**config.mk**
```make
export PLATFORM = sky130hd
export DESIGN_NAME = ika87ad_mcseq_flat
export DESIGN_NICKNAME = d
export VERILOG_FILES = /design/src/rtl/ika87ad_pkg.sv /design/src/rtl/ika87ad_mcseq_if.sv /design/src/rtl/ika87ad_mcseq.sv /design/src/flat_wrapper.sv
export SDC_FILE = /design/constraint.sdc
export NUM_CORES = 1
export LEC_CHECK = 0
export ABC_AREA = 1
export CAP_MARGIN = 20
export CORE_MARGIN = 10
export CORE_UTILIZATION = 34
export CTS_CLUSTER_DIAMETER = 120
export DETAILED_ROUTE_END_ITERATION = 8
export HOLD_SLACK_MARGIN = 0.1
export PLACE_DENSITY_LB_ADDON = 0.08
export SKIP_CTS_REPAIR_TIMING = 1
export SLEW_MARGIN = 20
export SYNTH_ARGS = -nofsm -noshare
export SYNTH_HDL_FRONTEND = slang
export SYNTH_SLANG_ARGS = --single-unit
```
**constraint.sdc**
```tcl
create_clock -name i_CLK -period 1.3 [get_ports i_CLK]
set_input_delay 0.39 -clock i_CLK [delete_from_list [all_inputs] [get_ports i_CLK]]
set_output_delay 0.39 -clock i_CLK [all_outputs]
set_load 0.01 [all_outputs]
```
**src/rtl/ika87ad_pkg.sv**
```systemverilog
// Shared IKA87AD definitions: bus-cycle codes carried in micro-op words,
// the 2-/4-step group boundary and the microcode sequencer state encoding.
package ika87ad_pkg;

  localparam int MC_W = 18;
  localparam int AW   = 8;

  // Bus-cycle field of a micro-op word
  localparam logic [1:0] IDLE = 2'b00;
  localparam logic [1:0] RD3  = 2'b01;
  localparam logic [1:0] WR3  = 2'b10;
  localparam logic [1:0] RD4  = 2'b11;
  localparam int BUS_LSB = 0;
  localparam int BUS_MSB = 1;

  localparam logic [AW-1:0] LONG_BASE = 8'd32;

  typedef enum logic [1:0] {
    S_IDLE  = 2'd0,
    S_READ  = 2'd1,
    S_ISSUE = 2'd2
  } mcseq_state_e;

endpackage

```
**src/rtl/ika87ad_mcseq_if.sv**
```systemverilog
// Decoder, microcode ROM and datapath signals of the microcode sequencer.
// Handshakes: the decoder start address is taken on a cycle with
// i_DEC_VALID && o_DEC_READY; a micro-op retires on a cycle with
// o_UOP_VALID && i_UOP_ACCEPT, and o_UOP stays stable until then.
interface ika87ad_mcseq_if #(
  parameter int MC_W = 18,
  parameter int AW   = 8
);
  logic            i_DEC_VALID;
  logic [AW-1:0]   i_DEC_ADDR;
  logic            o_DEC_READY;
  logic            o_MCROM_READ_TICK;
  logic [AW-1:0]   o_MCROM_ADDR;
  logic [MC_W-1:0] i_MCROM_DATA;
  logic            o_UOP_VALID;
  logic [MC_W-1:0] o_UOP;
  logic            i_UOP_ACCEPT;
  logic [1:0]      o_STEP;
  logic            i_ABORT;
  logic            o_INSTR_END;
  logic            o_SEQ_ERR;

  modport master (
    input  i_DEC_VALID, i_DEC_ADDR, i_MCROM_DATA, i_UOP_ACCEPT, i_ABORT,
    output o_DEC_READY, o_MCROM_READ_TICK, o_MCROM_ADDR, o_UOP_VALID,
           o_UOP, o_STEP, o_INSTR_END, o_SEQ_ERR
  );

  modport slave (
    output i_DEC_VALID, i_DEC_ADDR, i_MCROM_DATA, i_UOP_ACCEPT, i_ABORT,
    input  o_DEC_READY, o_MCROM_READ_TICK, o_MCROM_ADDR, o_UOP_VALID,
           o_UOP, o_STEP, o_INSTR_END, o_SEQ_ERR
  );
endinterface

```
**src/rtl/ika87ad_mcseq.sv**
```systemverilog
// Microcode sequencer: walks the registered microcode ROM from a decoded start
// address and issues one micro-op per step until RD4 or the group step limit.
module ika87ad_mcseq
  import ika87ad_pkg::*;
#(
  parameter int              MC_W      = ika87ad_pkg::MC_W,
  parameter int              AW        = ika87ad_pkg::AW,
  parameter logic [AW-1:0]   LONG_BASE = ika87ad_pkg::LONG_BASE
) (
  input  logic                 i_CLK,
  input  logic                 i_RST,
  ika87ad_mcseq_if.master      bus,
  output mcseq_state_e         o_DBG_STATE
);

  mcseq_state_e  state_q, state_d;
  logic [AW-1:0] addr_q, addr_d;
  logic [1:0]    step_q, step_d;
  logic [2:0]    limit_q, limit_d;
  logic          end_q, end_d;
  logic          err_q, err_d;
  logic [2:0]    step_inc;

  assign step_inc = {1'b0, step_q} + 3'd1;

  always_ff @(posedge i_CLK) begin
    if (i_RST) begin
      state_q <= S_IDLE;
      addr_q  <= '0;
      step_q  <= '0;
      limit_q <= 3'd2;
      end_q   <= 1'b0;
      err_q   <= 1'b0;
    end else begin
      state_q <= state_d;
      addr_q  <= addr_d;
      step_q  <= step_d;
      limit_q <= limit_d;
      end_q   <= end_d;
      err_q   <= err_d;
    end
  end

  always_comb begin
    state_d = state_q;
    addr_d  = addr_q;
    step_d  = step_q;
    limit_d = limit_q;
    end_d   = 1'b0;
    err_d   = 1'b0;
    case (state_q)
      S_IDLE: begin
        if (bus.i_DEC_VALID) begin
          addr_d  = bus.i_DEC_ADDR;
          step_d  = '0;
          limit_d = (bus.i_DEC_ADDR < LONG_BASE) ? 3'd2 : 3'd4;
          state_d = S_READ;
        end
      end
      S_READ: begin
        state_d = bus.i_ABORT ? S_IDLE : S_ISSUE;
      end
      S_ISSUE: begin
        // Abort outranks a same-cycle accept and retires nothing.
        if (bus.i_ABORT) begin
          state_d = S_IDLE;
        end else if (bus.i_UOP_ACCEPT) begin
          if (bus.i_MCROM_DATA[BUS_MSB:BUS_LSB] == RD4) begin
            end_d   = 1'b1;
            state_d = S_IDLE;
          end else if (step_inc == limit_q) begin
            end_d   = 1'b1;
            err_d   = 1'b1;
            state_d = S_IDLE;
          end else begin
            addr_d  = addr_q + 1'b1;
            step_d  = step_q + 2'd1;
            state_d = S_READ;
          end
        end
      end
      default: state_d = S_IDLE;
    endcase
  end

  // The ROM word only changes on a tick, so it is stable throughout S_ISSUE.
  assign bus.o_DEC_READY       = (state_q == S_IDLE);
  assign bus.o_MCROM_READ_TICK = (state_q == S_READ);
  assign bus.o_MCROM_ADDR      = addr_q;
  assign bus.o_UOP_VALID       = (state_q == S_ISSUE);
  assign bus.o_UOP             = (state_q == S_ISSUE) ? bus.i_MCROM_DATA : '0;
  assign bus.o_STEP            = step_q;
  assign bus.o_INSTR_END       = end_q;
  assign bus.o_SEQ_ERR         = err_q;
  assign o_DBG_STATE           = state_q;

endmodule
```
**src/flat_wrapper.sv**
```systemverilog
// flat-port wrapper written by rule: the top's interface ports become plain ports
module ika87ad_mcseq_flat import ika87ad_pkg::*;
#(
  parameter int              MC_W      = ika87ad_pkg::MC_W,
  parameter int              AW        = ika87ad_pkg::AW,
  parameter logic [AW-1:0]   LONG_BASE = ika87ad_pkg::LONG_BASE
)
  (i_CLK, i_RST, o_DBG_STATE, bus_i_DEC_VALID, bus_i_DEC_ADDR, bus_i_MCROM_DATA, bus_i_UOP_ACCEPT, bus_i_ABORT, bus_o_DEC_READY, bus_o_MCROM_READ_TICK, bus_o_MCROM_ADDR, bus_o_UOP_VALID, bus_o_UOP, bus_o_STEP, bus_o_INSTR_END, bus_o_SEQ_ERR);
  ika87ad_mcseq_if #(.MC_W(MC_W), .AW(AW)) bus_i ();
  input  logic i_CLK;
  input  logic i_RST;
  output mcseq_state_e o_DBG_STATE;
  input wire logic [$bits(bus_i.i_DEC_VALID)-1:0] bus_i_DEC_VALID;
  input wire logic [$bits(bus_i.i_DEC_ADDR)-1:0] bus_i_DEC_ADDR;
  input wire logic [$bits(bus_i.i_MCROM_DATA)-1:0] bus_i_MCROM_DATA;
  input wire logic [$bits(bus_i.i_UOP_ACCEPT)-1:0] bus_i_UOP_ACCEPT;
  input wire logic [$bits(bus_i.i_ABORT)-1:0] bus_i_ABORT;
  output wire logic [$bits(bus_i.o_DEC_READY)-1:0] bus_o_DEC_READY;
  output wire logic [$bits(bus_i.o_MCROM_READ_TICK)-1:0] bus_o_MCROM_READ_TICK;
  output wire logic [$bits(bus_i.o_MCROM_ADDR)-1:0] bus_o_MCROM_ADDR;
  output wire logic [$bits(bus_i.o_UOP_VALID)-1:0] bus_o_UOP_VALID;
  output wire logic [$bits(bus_i.o_UOP)-1:0] bus_o_UOP;
  output wire logic [$bits(bus_i.o_STEP)-1:0] bus_o_STEP;
  output wire logic [$bits(bus_i.o_INSTR_END)-1:0] bus_o_INSTR_END;
  output wire logic [$bits(bus_i.o_SEQ_ERR)-1:0] bus_o_SEQ_ERR;
  assign bus_i.i_DEC_VALID = bus_i_DEC_VALID;
  assign bus_i.i_DEC_ADDR = bus_i_DEC_ADDR;
  assign bus_i.i_MCROM_DATA = bus_i_MCROM_DATA;
  assign bus_i.i_UOP_ACCEPT = bus_i_UOP_ACCEPT;
  assign bus_i.i_ABORT = bus_i_ABORT;
  assign bus_o_DEC_READY = bus_i.o_DEC_READY;
  assign bus_o_MCROM_READ_TICK = bus_i.o_MCROM_READ_TICK;
  assign bus_o_MCROM_ADDR = bus_i.o_MCROM_ADDR;
  assign bus_o_UOP_VALID = bus_i.o_UOP_VALID;
  assign bus_o_UOP = bus_i.o_UOP;
  assign bus_o_STEP = bus_i.o_STEP;
  assign bus_o_INSTR_END = bus_i.o_INSTR_END;
  assign bus_o_SEQ_ERR = bus_i.o_SEQ_ERR;
  ika87ad_mcseq #(.MC_W(MC_W), .AW(AW), .LONG_BASE(LONG_BASE)) u_core (.i_CLK(i_CLK), .i_RST(i_RST), .bus(bus_i), .o_DBG_STATE(o_DBG_STATE));
endmodule
```
Word level (Yosys, flattened, before mapping)
Cells that the tools add are included.
{ "op_classes": {"addsub": 3, "magnitude_cmp": 1, "n_eq_ne": 10, "mux": 23, "n_bitwise": 2, "n_reduce_logical": 7} }
{ "ops": {"columns": ["operator", "n"], "rows": [
  ["2-to-1 mux 8 bit", 5],
  ["2-to-1 mux 2 bit", 10],
  ["2-to-1 mux 18 bit", 1],
  ["case mux 8 bit (2 select lines)", 1],
  ["inequality test 2 bit (second input constant)", 5],
  ["adder 8 x 1 -> 8 bit (second input constant)", 1],
  ["< comparator 8 x 6 -> 1 bit (second input constant)", 1],
  ["case mux 2 bit (3 select lines)", 1],
  ["AND reduction 6 bit", 1],
  ["OR reduction 5 bit", 1],
  ["== test 2 bit (second input constant)", 2],
  ["case mux 2 bit (2 select lines)", 1],
  ["AND reduction 2 bit", 2],
  ["OR reduction 4 bit", 1],
  ["adder 2 x 1 -> 3 bit (second input constant)", 1],
  ["== test 3 bit", 1],
  ["2-to-1 mux 1 bit", 3],
  ["2-to-1 mux 3 bit", 1],
  ["inequality test 3 bit (second input constant)", 1],
  ["adder 2 x 1 -> 2 bit (second input constant)", 1],
  ["== test 2 x 1 -> 1 bit (second input constant)", 1],
  ["zero test 2 bit", 1],
  ["NOT 1 bit", 2],
  ["nonzero test 2 bit", 1]
]} }
{ "word_totals": {"reg_bits": 17, "inputBits": 31, "output_inout_bits": 35, "word_cells": 52} }

Longest topological paths before layout
Gate-level depths: netlist of run 1.
{ "logic_depth": {"ltp_word": 7, "mapped_depth": 11, "ltp_nobuf": 10} }

Worst setup path after synthesis of run 1
Ideal clock, no wire load.
{ "synth_path": {"kind": "register to register", "startpoint": "register u_core.step_q[0] (netlist: u_core.bus.o_STEP[0])", "endpoint": "register u_core.addr_q[5] (netlist: u_core.bus.o_MCROM_ADDR[5])", "setup_time_ns": 0.110, "arrival_time_ns": 1.309, "required_time_ns": 1.190, "path_slack_ns": -0.118, "stages_incl_launch_ff": 11, "path_buffers": 1, "synth_period_minus_slack_ns": 1.418, "cell_sequence": "dfxtp_1 ha_1 inv_1 a21oi_1 nand3_1 nand3_2 buf_6 nand2_1 nand2_1 inv_1 nor2_2"} }
{ "synth_between": {"elab_chain_cells": 4} }
{ "synth_lines": {"columns": ["item", "line", "source"], "rows": [
  ["start: declaration", "ika87ad_mcseq.sv:18", "logic [1:0] step_q, step_d;"],
  ["start signal: assignment", "ika87ad_mcseq.sv:37", "step_q <= step_d;"],
  ["adder 2 x 1 -> 3 bit", "ika87ad_mcseq.sv:24", "assign step_inc = {1'b0, step_q} + 3'd1;"],
  ["== test 3 bit", "ika87ad_mcseq.sv:71", "end else if (step_inc == limit_q) begin"],
  ["inequality test 2 bit (no source line)", null, null],
  ["AND reduction 6 bit (no source line)", null, null],
  ["end signal: assignment", "ika87ad_mcseq.sv:36", "addr_q <= addr_d;"],
  ["end: declaration", "ika87ad_mcseq.sv:17", "logic [AW-1:0] addr_q, addr_d;"]
]} }
Every way passes these cells.
A chain may end at the register's enable or synchronous reset.

Worst setup path after layout of run 1
{ "layout_path": {"startpoint": "register u_core.state_q[0] (netlist: u_core.o_DBG_STATE[0])", "endpoint": "output port bus_o_UOP[5]"} }
{ "layout_between": {"elab_chain_cells": 2} }
{ "layout_lines": {"columns": ["item", "line", "source"], "rows": [
  ["start: declaration", "ika87ad_mcseq.sv:16", "mcseq_state_e state_q, state_d;"],
  ["start signal: assignment", "ika87ad_mcseq.sv:35", "state_q <= state_d;"],
  ["== test 2 bit", "ika87ad_mcseq.sv:91", "assign bus.o_UOP = (state_q == S_ISSUE) ? bus.i_MCROM_DATA : '0;"],
  ["2-to-1 mux 18 bit", "ika87ad_mcseq.sv:91", null],
  ["end: declaration", "flat_wrapper.sv:22", "output wire logic [$bits(bus_i.o_UOP)-1:0] bus_o_UOP;"]
]} }
Every way passes these cells.

==> results.toml, run 1 <==
[global_routing]
grt_overflow_total = 0
grt_pass1_vias = 1341
antenna_found_initial = 0
grt_max_degree = 25
track_usage_pct = 12.7
grt_pass1_wl_mm = 6.56

[flow_run]
max-cap-violations = 0

[critical_path]
critPathArrivalTime_ns = 1.18
worstSetupPathType = "reg -> out"
crit_start = "u_core.o_DBG_STATE[0]"
critPathLaunchType = "flip-flop"
critPathMaxFanout = 6
timing.rr.start = "u_core.o_DBG_STATE[0]"
worst_setup_path_end_kind = "primary output"
required_ns = 0.91
ff2ff_path_depth = 11

[yosys]
syn_inst = 198
synth_top_flop_cell = "dfxtp_1"
ys_types = 20
synth_seq_cells = 16
synth_warnings = 0
yosysMostFrequentCell = "nand2_1"
yosys-top-cells-area = "dfxtp_1 28%, nand2_1 15%, inv_1 13%"
synthesis.nets = 231
ys_seq_area_share_pct = 27.8
yosysTopAreaCell = "dfxtp_1"
synth.cell_area_um2 = 1150
syn_avg_cell_area_um2 = 5.83
ys_top_cells_by_count = "47 x nand2_1, 41 x inv_1, 33 x nor2_1"
postSynth.asyncResetShare_pct = 0
synth_enable_flop_cells = 0
synth_top_area_share_pct = 27.8

[clock_network]
cts.sinks = 16
cts_buffers = 3
clk_path_buf_depth = 2
worstSkewPairLatency_ns = 0.30
htreeDepth = 1
cts_tree = "done"
clockRootBuffer = "clkbuf_4"
cts.clk_slew.worst_paths_ns = 0.10

[timing]
fin_crit_ns = 1.57
hold_violations = 0
skew_ns = 0.00594
setup_viol = 33
setup_ws_ns = -0.271
drv_slew = 0
fmax_mhz = 636
max_slew_margin_pct = 81.1
fin_crit_sh_pct = 121
rsz0062_at_grt = "true"
tightest_slew_ns = 0.281

[worst_hold_path]
hold_path_class = "reg -> reg"
min_path_cells = 2
min_from = "u_core.limit_q[2]"

[detailed_routing]
drt-total-wl_mm = 4.23
drtIter0Drc = 93
avgViaCountPerCell = 4.40
first_pass_iters = 4
met2_length_mm = 2.01
wl_per_cell_um = 12.5
m1WireLength_mm = 1.92
drc = 0
wl_met3_um = 293
routed.top_layer = "met4"
final_antenna_net_count = 0
num_vias = 1492

[final_layout]
regArea_um2 = 333
area_growth_pct = 97.0
fin_nets = 327
fin_util_pct = 68.6
fin_area_um2 = 2270
multiInputGateArea_um2 = 753
num_antenna_cells = 0
drive_gt1_share_pct = 38.9
fillers = 313

[floorplan]
rows = 21
core-area_um2 = 3310
die_w_um = 78.3
die-area_um2 = 6120
initial_core_util_pct = 34.8
num_io_pins = 66
die_h_um = 78.3

[pwr]
power_density_nw_per_um2 = 640
power_leakage_nw = 1.34
irDropWorstVdd_v = 0.000573

[run_status]
failed_checks = "setup timing"
status = "finished with violations"

[placement]
port_buffers = 65
gp_congestion = 0.827
place_area_um2 = 2100
hpwl_mm = 3.07
[placed cells by master (no fill, tap or decap), drive strengths merged]
master / Yosys / routed
dlymetal6s2s: 0 / 12
a21oi: 13 / 13
o31ai: 1 / 1
nand2: 48 / 48
nor2: 35 / 35
or2: 3 / 3
clkbuf: 2 / 6
nor3b: 1 / 1
clkdlybuf4s50: 0 / 30
buf: 7 / 56
nand3: 23 / 23
dfxtp: 16 / 16
inv: 41 / 41
o21ai: 4 / 4
nand4: 1 / 1
nor3: 1 / 1
ha: 2 / 2
[state kept, by name, indices dropped and copies added (netlist names)]
| signal | flops |
|---|---|
| u_core.bus.o_INSTR_END | 1 |
| u_core.bus.o_MCROM_ADDR | 8 |
| u_core.bus.o_SEQ_ERR | 1 |
| u_core.bus.o_STEP | 2 |
| u_core.limit_q | 2 |
| u_core.o_DBG_STATE | 2 |
[critical path, stage by stage, from the launching register on]
cell       delay [ns]
dfxtp_2          0.33
inv_2            0.07
nand2_4          0.09
clkbuf_16        0.18
nor2_1           0.07
buf_2            0.13
[kinds of logic after synthesis]
kind of cell    share of synthesized area [%]
simple gates                             43.2
buf+inv                                  18.9
compound gates                           8.03
flops                                    27.8
fa+ha+maj                                2.17
[area by class of cell]
| class | instances | area share [%] |
|---|---|---|
| timing repair buffer | 100 | 41.2 |
| multi-input combinational | 132 | 33.1 |
| tap | 46 | 2.53 |
| inverter | 41 | 6.88 |
| sequential | 16 | 14.6 |
| clock buffer | 4 | 1.60 |
[layer usage]
metal	vias up	GRT usage, %
met3	2	5.01
li1	784	-
met2	47	20.0
met1	659	16.3
met5	-	0
met4	0	1.61
[report_power, final]
part / total [mW] / leakage [nW] / internal, mW / switching, mW
registers: 0.552 / 0.135 / 0.526 / 0.0257
clock network: 0.350 / 0.0210 / 0.171 / 0.179
logic: 0.553 / 1.19 / 0.310 / 0.243
[stage by stage]
stage / hold WS, ns / cells / worst slack (ns) / power [mW] / setup TNS, ns
finish: 0.487 / 339 / -0.271 / 1.46 / -7.36
global route: 0.526 / 339 / -0.338 / 1.55 / -9.63
detailed placement: 0.480 / 330 / -0.644 / 1.08 / -16.39
floorplan: 0.452 / 198 / -0.0367 / 0.782 / -0.735
CTS: 0.495 / 334 / -0.706 / 1.44 / -20.74
global placement: 0.478 / 330 / -0.626 / 1.08 / -16.24
[path summary, 6_finish.rpt]
kind | slack [ns] | endpoint
max | -0.27 | bus_o_UOP[5]
min | 0.49 | u_core.limit_q[2]
max reg2reg | -0.24 | u_core.bus.o_MCROM_ADDR[7]
min reg2reg | 0.49 | u_core.limit_q[2]
No activity file was read; power rests on OpenSTA's default activity.
==> run 2: changes to the inputs <==
--- a/config.mk
+++ b/config.mk
@@ -7,6 +7,7 @@
 export LEC_CHECK = 0
 export ABC_AREA = 1
 export CAP_MARGIN = 20
+export CORE_ASPECT_RATIO = 1.4
 export CORE_MARGIN = 10
 export CORE_UTILIZATION = 34
 export CTS_CLUSTER_DIAMETER = 120
==> results.toml, run 2 (synthesis results as in run 1) <==
[detailed_routing]
avgViaCountPerCell = 4.64
num_vias = 1523
drt-total-wl_mm = 4.60
wl_per_cell_um = 14.0
routed.top_layer = "met4"
drc = 0
drtIter0Drc = 83
wl_met3_um = 181
m1WireLength_mm = 1.74
first_pass_iters = 4
final_antenna_net_count = 0
met2_length_mm = 2.61

[final_layout]
fin_area_um2 = 2370
largest_reg_flops = 8
fin_nets = 322
num_antenna_cells = 0
final_cell_mix = "42 x nand2_1, 36 x inv_1, 24 x dlymetal6s2s_1, 21 x buf_4, 19 x clkdlybuf4s50_1"
fin_util_pct = 71.4
drive_gt1_share_pct = 39.9
final_common_cell = "nand2_1"
multiInputGateArea_um2 = 811
regArea_um2 = 329
fillers = 283
area_growth_pct = 105

[placement]
place_ws_ns = -0.629
port_buffers = 65
gp_congestion = 0.783
place_area_um2 = 2060
hpwl_mm = 3.19

[timing]
setup_ws_ns = -0.211
setup_viol = 32
hold_violations = 0
skew_ns = 0.000730
drv_slew = 0
hold_ws_ns = 0.498
fmax_mhz = 662
fin_crit_ns = 1.51
tightest_slew_ns = 0.288
rsz0062_at_grt = "true"
fin_crit_sh_pct = 116
max_slew_margin_pct = 80.6

[flow_run]
max-cap-violations = 0

[pwr]
power.share.clock_pct = 28.5
seqPwrFrac_pct = 35.1
p_comb_share_pct = 36.4
p_sw_mw = 0.472
irDropWorstVdd_v = 0.000501
power_density_nw_per_um2 = 666
switching_share_pct = 29.9
p_int_mw = 1.11
design_power_total_mw = 1.58
power_leakage_nw = 1.48

[global_routing]
grt_max_degree = 21
grt_overflow_total = 0
grt_pass1_wl_mm = 6.84
antenna_found_initial = 0
track_usage_pct = 13.1
grt_pass1_vias = 1455

[clock_network]
cts.clk_slew.worst_paths_ns = 0.07
clk_path_buf_depth = 2
clockRootBuffer = "clkbuf_8"
worstSkewPairLatency_ns = 0.25
cts_buffers = 3
cts_tree = "done"
cts.sinks = 16
htreeDepth = 1

[worst_hold_path]
hold_path_class = "reg -> reg"

[floorplan]
die-area_um2 = 6160
die_h_um = 88.9
initial_core_util_pct = 34.8
num_io_pins = 66
die_w_um = 69.2
core-area_um2 = 3320
rows = 25

[critical_path]
worstSetupPathType = "reg -> out"
required_ns = 0.91
critPathArrivalTime_ns = 1.12
worst_setup_path_end_kind = "primary output"
critPathMaxFanout = 14
critPathLaunchType = "flip-flop"

[run_status]
status = "finished with violations"
failed_checks = "setup timing"
-- run 2: cell types whose count changed in the layout (fill, tap and decap cells not counted), moves of 4 or more --
cell             before  now
dlymetal6s2s_1       12   24
clkdlybuf4s50_1      30   19
buf_4                27   21
nand3_1              17   11
nand3_2               6   10
-- run 2: final cells by class --
type / count / area share [%]
flip-flops and latches: 16 / 13.9
repair buffers: 95 / 40.8
well taps: 40 / 2.11
multi-input cells: 132 / 34.2
inverters: 41 / 6.60
clock buffers: 4 / 2.32
-- run 2: power by group through the flow --
stage	logic [mW]	registers (mW)	clock network, mW
6_report	0.574	0.554	0.450
5_1_grt	0.632	0.559	0.491
3_5_place_dp	0.504	0.564	0
3_3_place_gp	0.501	0.564	0
4_1_cts	0.508	0.554	0.457
2_1_floorplan	0.199	0.584	0
-- run 2: per-stage QoR --
step                      TNS [ns]  cells
after global placement      -16.34    318
after CTS                   -17.89    322
final                        -5.28    328
after floorplan             -0.735    198
after global routing         -7.47    328
after detailed placement    -16.67    318
-- run 2: final timing paths --
path / cells after the start / from / end / slack [ns]
hold / removal: 2 / u_core.limit_q[2] / u_core.limit_q[2] / 0.50
setup / recovery: 5 / u_core.o_DBG_STATE[0] / bus_o_UOP[11] / -0.21
hold reg to reg: 2 / u_core.limit_q[2] / u_core.limit_q[2] / 0.50
setup reg to reg: 8 / u_core.o_DBG_STATE[0] / u_core.bus.o_MCROM_ADDR[0] / -0.20
-- run 2: layer usage --
metal,track usage (%),vias up
met5,0,-
li1,-,782
met1,14.2,701
met3,2.89,6
met2,24.8,34
met4,4.04,0
-- run 2: worst max-delay path, stage by stage (launching register included) --
cell	delay [ns]
dfxtp_2	0.32
inv_2	0.07
nand2_4	0.08
buf_12	0.16
nor2_1	0.09
clkbuf_2	0.14
==> run 3: changes to the inputs <==
--- a/config.mk
+++ b/config.mk
@@ -7,9 +7,11 @@
 export LEC_CHECK = 0
 export ABC_AREA = 1
 export CAP_MARGIN = 20
+export CELL_PAD_IN_SITES_DETAIL_PLACEMENT = 1
+export CELL_PAD_IN_SITES_GLOBAL_PLACEMENT = 1
 export CORE_ASPECT_RATIO = 1.4
 export CORE_MARGIN = 10
-export CORE_UTILIZATION = 34
+export CORE_UTILIZATION = 22
 export CTS_CLUSTER_DIAMETER = 120
 export DETAILED_ROUTE_END_ITERATION = 8
 export HOLD_SLACK_MARGIN = 0.1
==> results.toml, run 3 (synthesis results as in run 1) <==
[global_routing]
grt_overflow_total = 0
gr-usage-met1_pct = 11.7
antenna_found_initial = 0
grtUsageMet2_pct = 20.4
grt_pass1_wl_mm = 7.69
grt_max_degree = 26
track_usage_pct = 11.2
grt_most_used_layer = "met2"
grtUsageMet3_pct = 4.00
grt_pass1_vias = 1567

[timing]
skew_ns = 0.00893
drv_slew = 0
fin_crit_ns = 1.56
max_slew_margin_pct = 72.6
fin_crit_sh_pct = 120
hold_violations = 0
fmax_mhz = 643
tightest_slew_ns = 0.407
setup_ws_ns = -0.255
rsz0062_at_grt = "true"
setup_viol = 32

[worst_hold_path]
hold_end = "u_core.limit_q[2]"
min_path_cells = 2
min_from = "u_core.limit_q[2]"
hold_path_class = "reg -> reg"

[critical_path]
worst_setup_path_end_kind = "primary output"
rrSetupSlack_ns = -0.19
worstSetupPathType = "reg -> out"
critPathArrivalTime_ns = 1.17
required_ns = 0.91
critPathLaunchType = "flip-flop"
worst_path_max_delay_cell = "dfxtp_2"
path_cells = "inv_2, nand2_4, buf_12, nor2_1, clkbuf_2"
critPathMaxFanout = 7
timing.rr.start = "u_core.bus.o_STEP[0]"
ff2ff_path_depth = 9
r2r-end = "u_core.bus.o_MCROM_ADDR[6]"
critPathMaxStageDelay_ns = 0.32

[detailed_routing]
final_antenna_net_count = 0
num_vias = 1599
drt-total-wl_mm = 5.52
wl_per_cell_um = 15.1
avgViaCountPerCell = 4.38
drtIter0Drc = 60
drc = 0
first_pass_iters = 4

[clock_network]
htreeDepth = 1
worstSkewPairLatency_ns = 0.26
cts.clk_slew.worst_paths_ns = 0.06
cts_buffers = 3
clk_path_buf_depth = 2
cts_tree = "done"
clockRootBuffer = "clkbuf_8"
cts.sinks = 16

[pwr]
p_comb_share_pct = 39.3
seqPwrFrac_pct = 35.0
irDropWorstVdd_v = 0.000292
p_int_mw = 1.08
power.share.clock_pct = 25.7
power_leakage_nw = 1.46
p_sw_mw = 0.503
switching_share_pct = 31.9
design_power_total_mw = 1.58
power_density_nw_per_um2 = 610

[final_layout]
drive_gt1_share_pct = 44.1
final_common_cell = "nand2_1"
fin_nets = 333
largest_reg_flops = 8
fillers = 645
final_cells = 365
final_cell_mix = "42 x nand2_1, 30 x inv_1, 29 x buf_4, 24 x buf_6, 24 x clkdlybuf4s50_1"
num_antenna_cells = 0
area_growth_pct = 124

[placement]
hpwl_mm = 3.94
dp.cells = 352
gp_congestion = 0.768
port_buffers = 65

[flow_run]
max-cap-violations = 0

[floorplan]
num_io_pins = 66
die-area_um2 = 8580
die_h_um = 106
core-area_um2 = 5120
initial_core_util_pct = 22.5
rows = 31
die_w_um = 81.2

[run_status]
status = "finished with violations"
failed_checks = "setup timing"
[run 3: worst max-delay path by stage]
stage                     startpoint                         end  slack, ns
2_1_floorplan   u_core.bus.o_STEP[0]  u_core.bus.o_MCROM_ADDR[5]      -0.04
3_3_place_gp     bus_i_MCROM_DATA[6]                bus_o_UOP[6]      -0.65
3_5_place_dp     bus_i_MCROM_DATA[1]                bus_o_UOP[1]      -0.66
4_1_cts        u_core.o_DBG_STATE[0]               bus_o_UOP[13]      -0.67
5_1_grt        u_core.o_DBG_STATE[0]               bus_o_UOP[13]      -0.33
6_report       u_core.o_DBG_STATE[0]               bus_o_UOP[13]      -0.26
[run 3: stage by stage]
stage	hold slack (ns)	setup WS [ns]	TNS (ns)	util (%)	instance area, µm²
3_3_place_gp	0.475	-0.649	-17.15	41.5	2120
5_1_grt	0.536	-0.332	-8.14	50.5	2590
2_1_floorplan	0.452	-0.0367	-0.735	-	1190
6_report	0.503	-0.255	-5.83	50.5	2590
3_5_place_dp	0.480	-0.657	-17.34	41.5	2120
4_1_cts	0.490	-0.669	-18.74	42.4	2170
[run 3: area by class of cell]
cell class / count / area, µm² / area share [%]
tap: 66 / 82.6 / 3.19
multi-input combinational: 132 / 863 / 33.4
timing repair buffer: 106 / 1110 / 42.9
inverter: 41 / 156 / 6.04
clock buffer: 4 / 45.0 / 1.74
sequential: 16 / 329 / 12.7
[run 3: power groups by stage]
stage	logic [mW]	registers (mW)	clock network [mW]
after CTS	0.539	0.552	0.417
after floorplan	0.199	0.584	0
after global routing	0.685	0.558	0.446
after global placement	0.530	0.562	0
final	0.619	0.552	0.406
after detailed placement	0.536	0.563	0
[run 3: critical path: cells and delay by family (launching register included)]
family	cells	cell delay [ns]
flops	1	0.32
simple gates	2	0.21
buf+inv	3	0.39
[run 3: per-layer routing]
layer / share of wire, % / vias to the layer above
li1: - / 804
met1: 37 / 755
met2: 56 / 36
met3: 6.3 / 4
met4: 0.72 / 0
met5: 0 / -
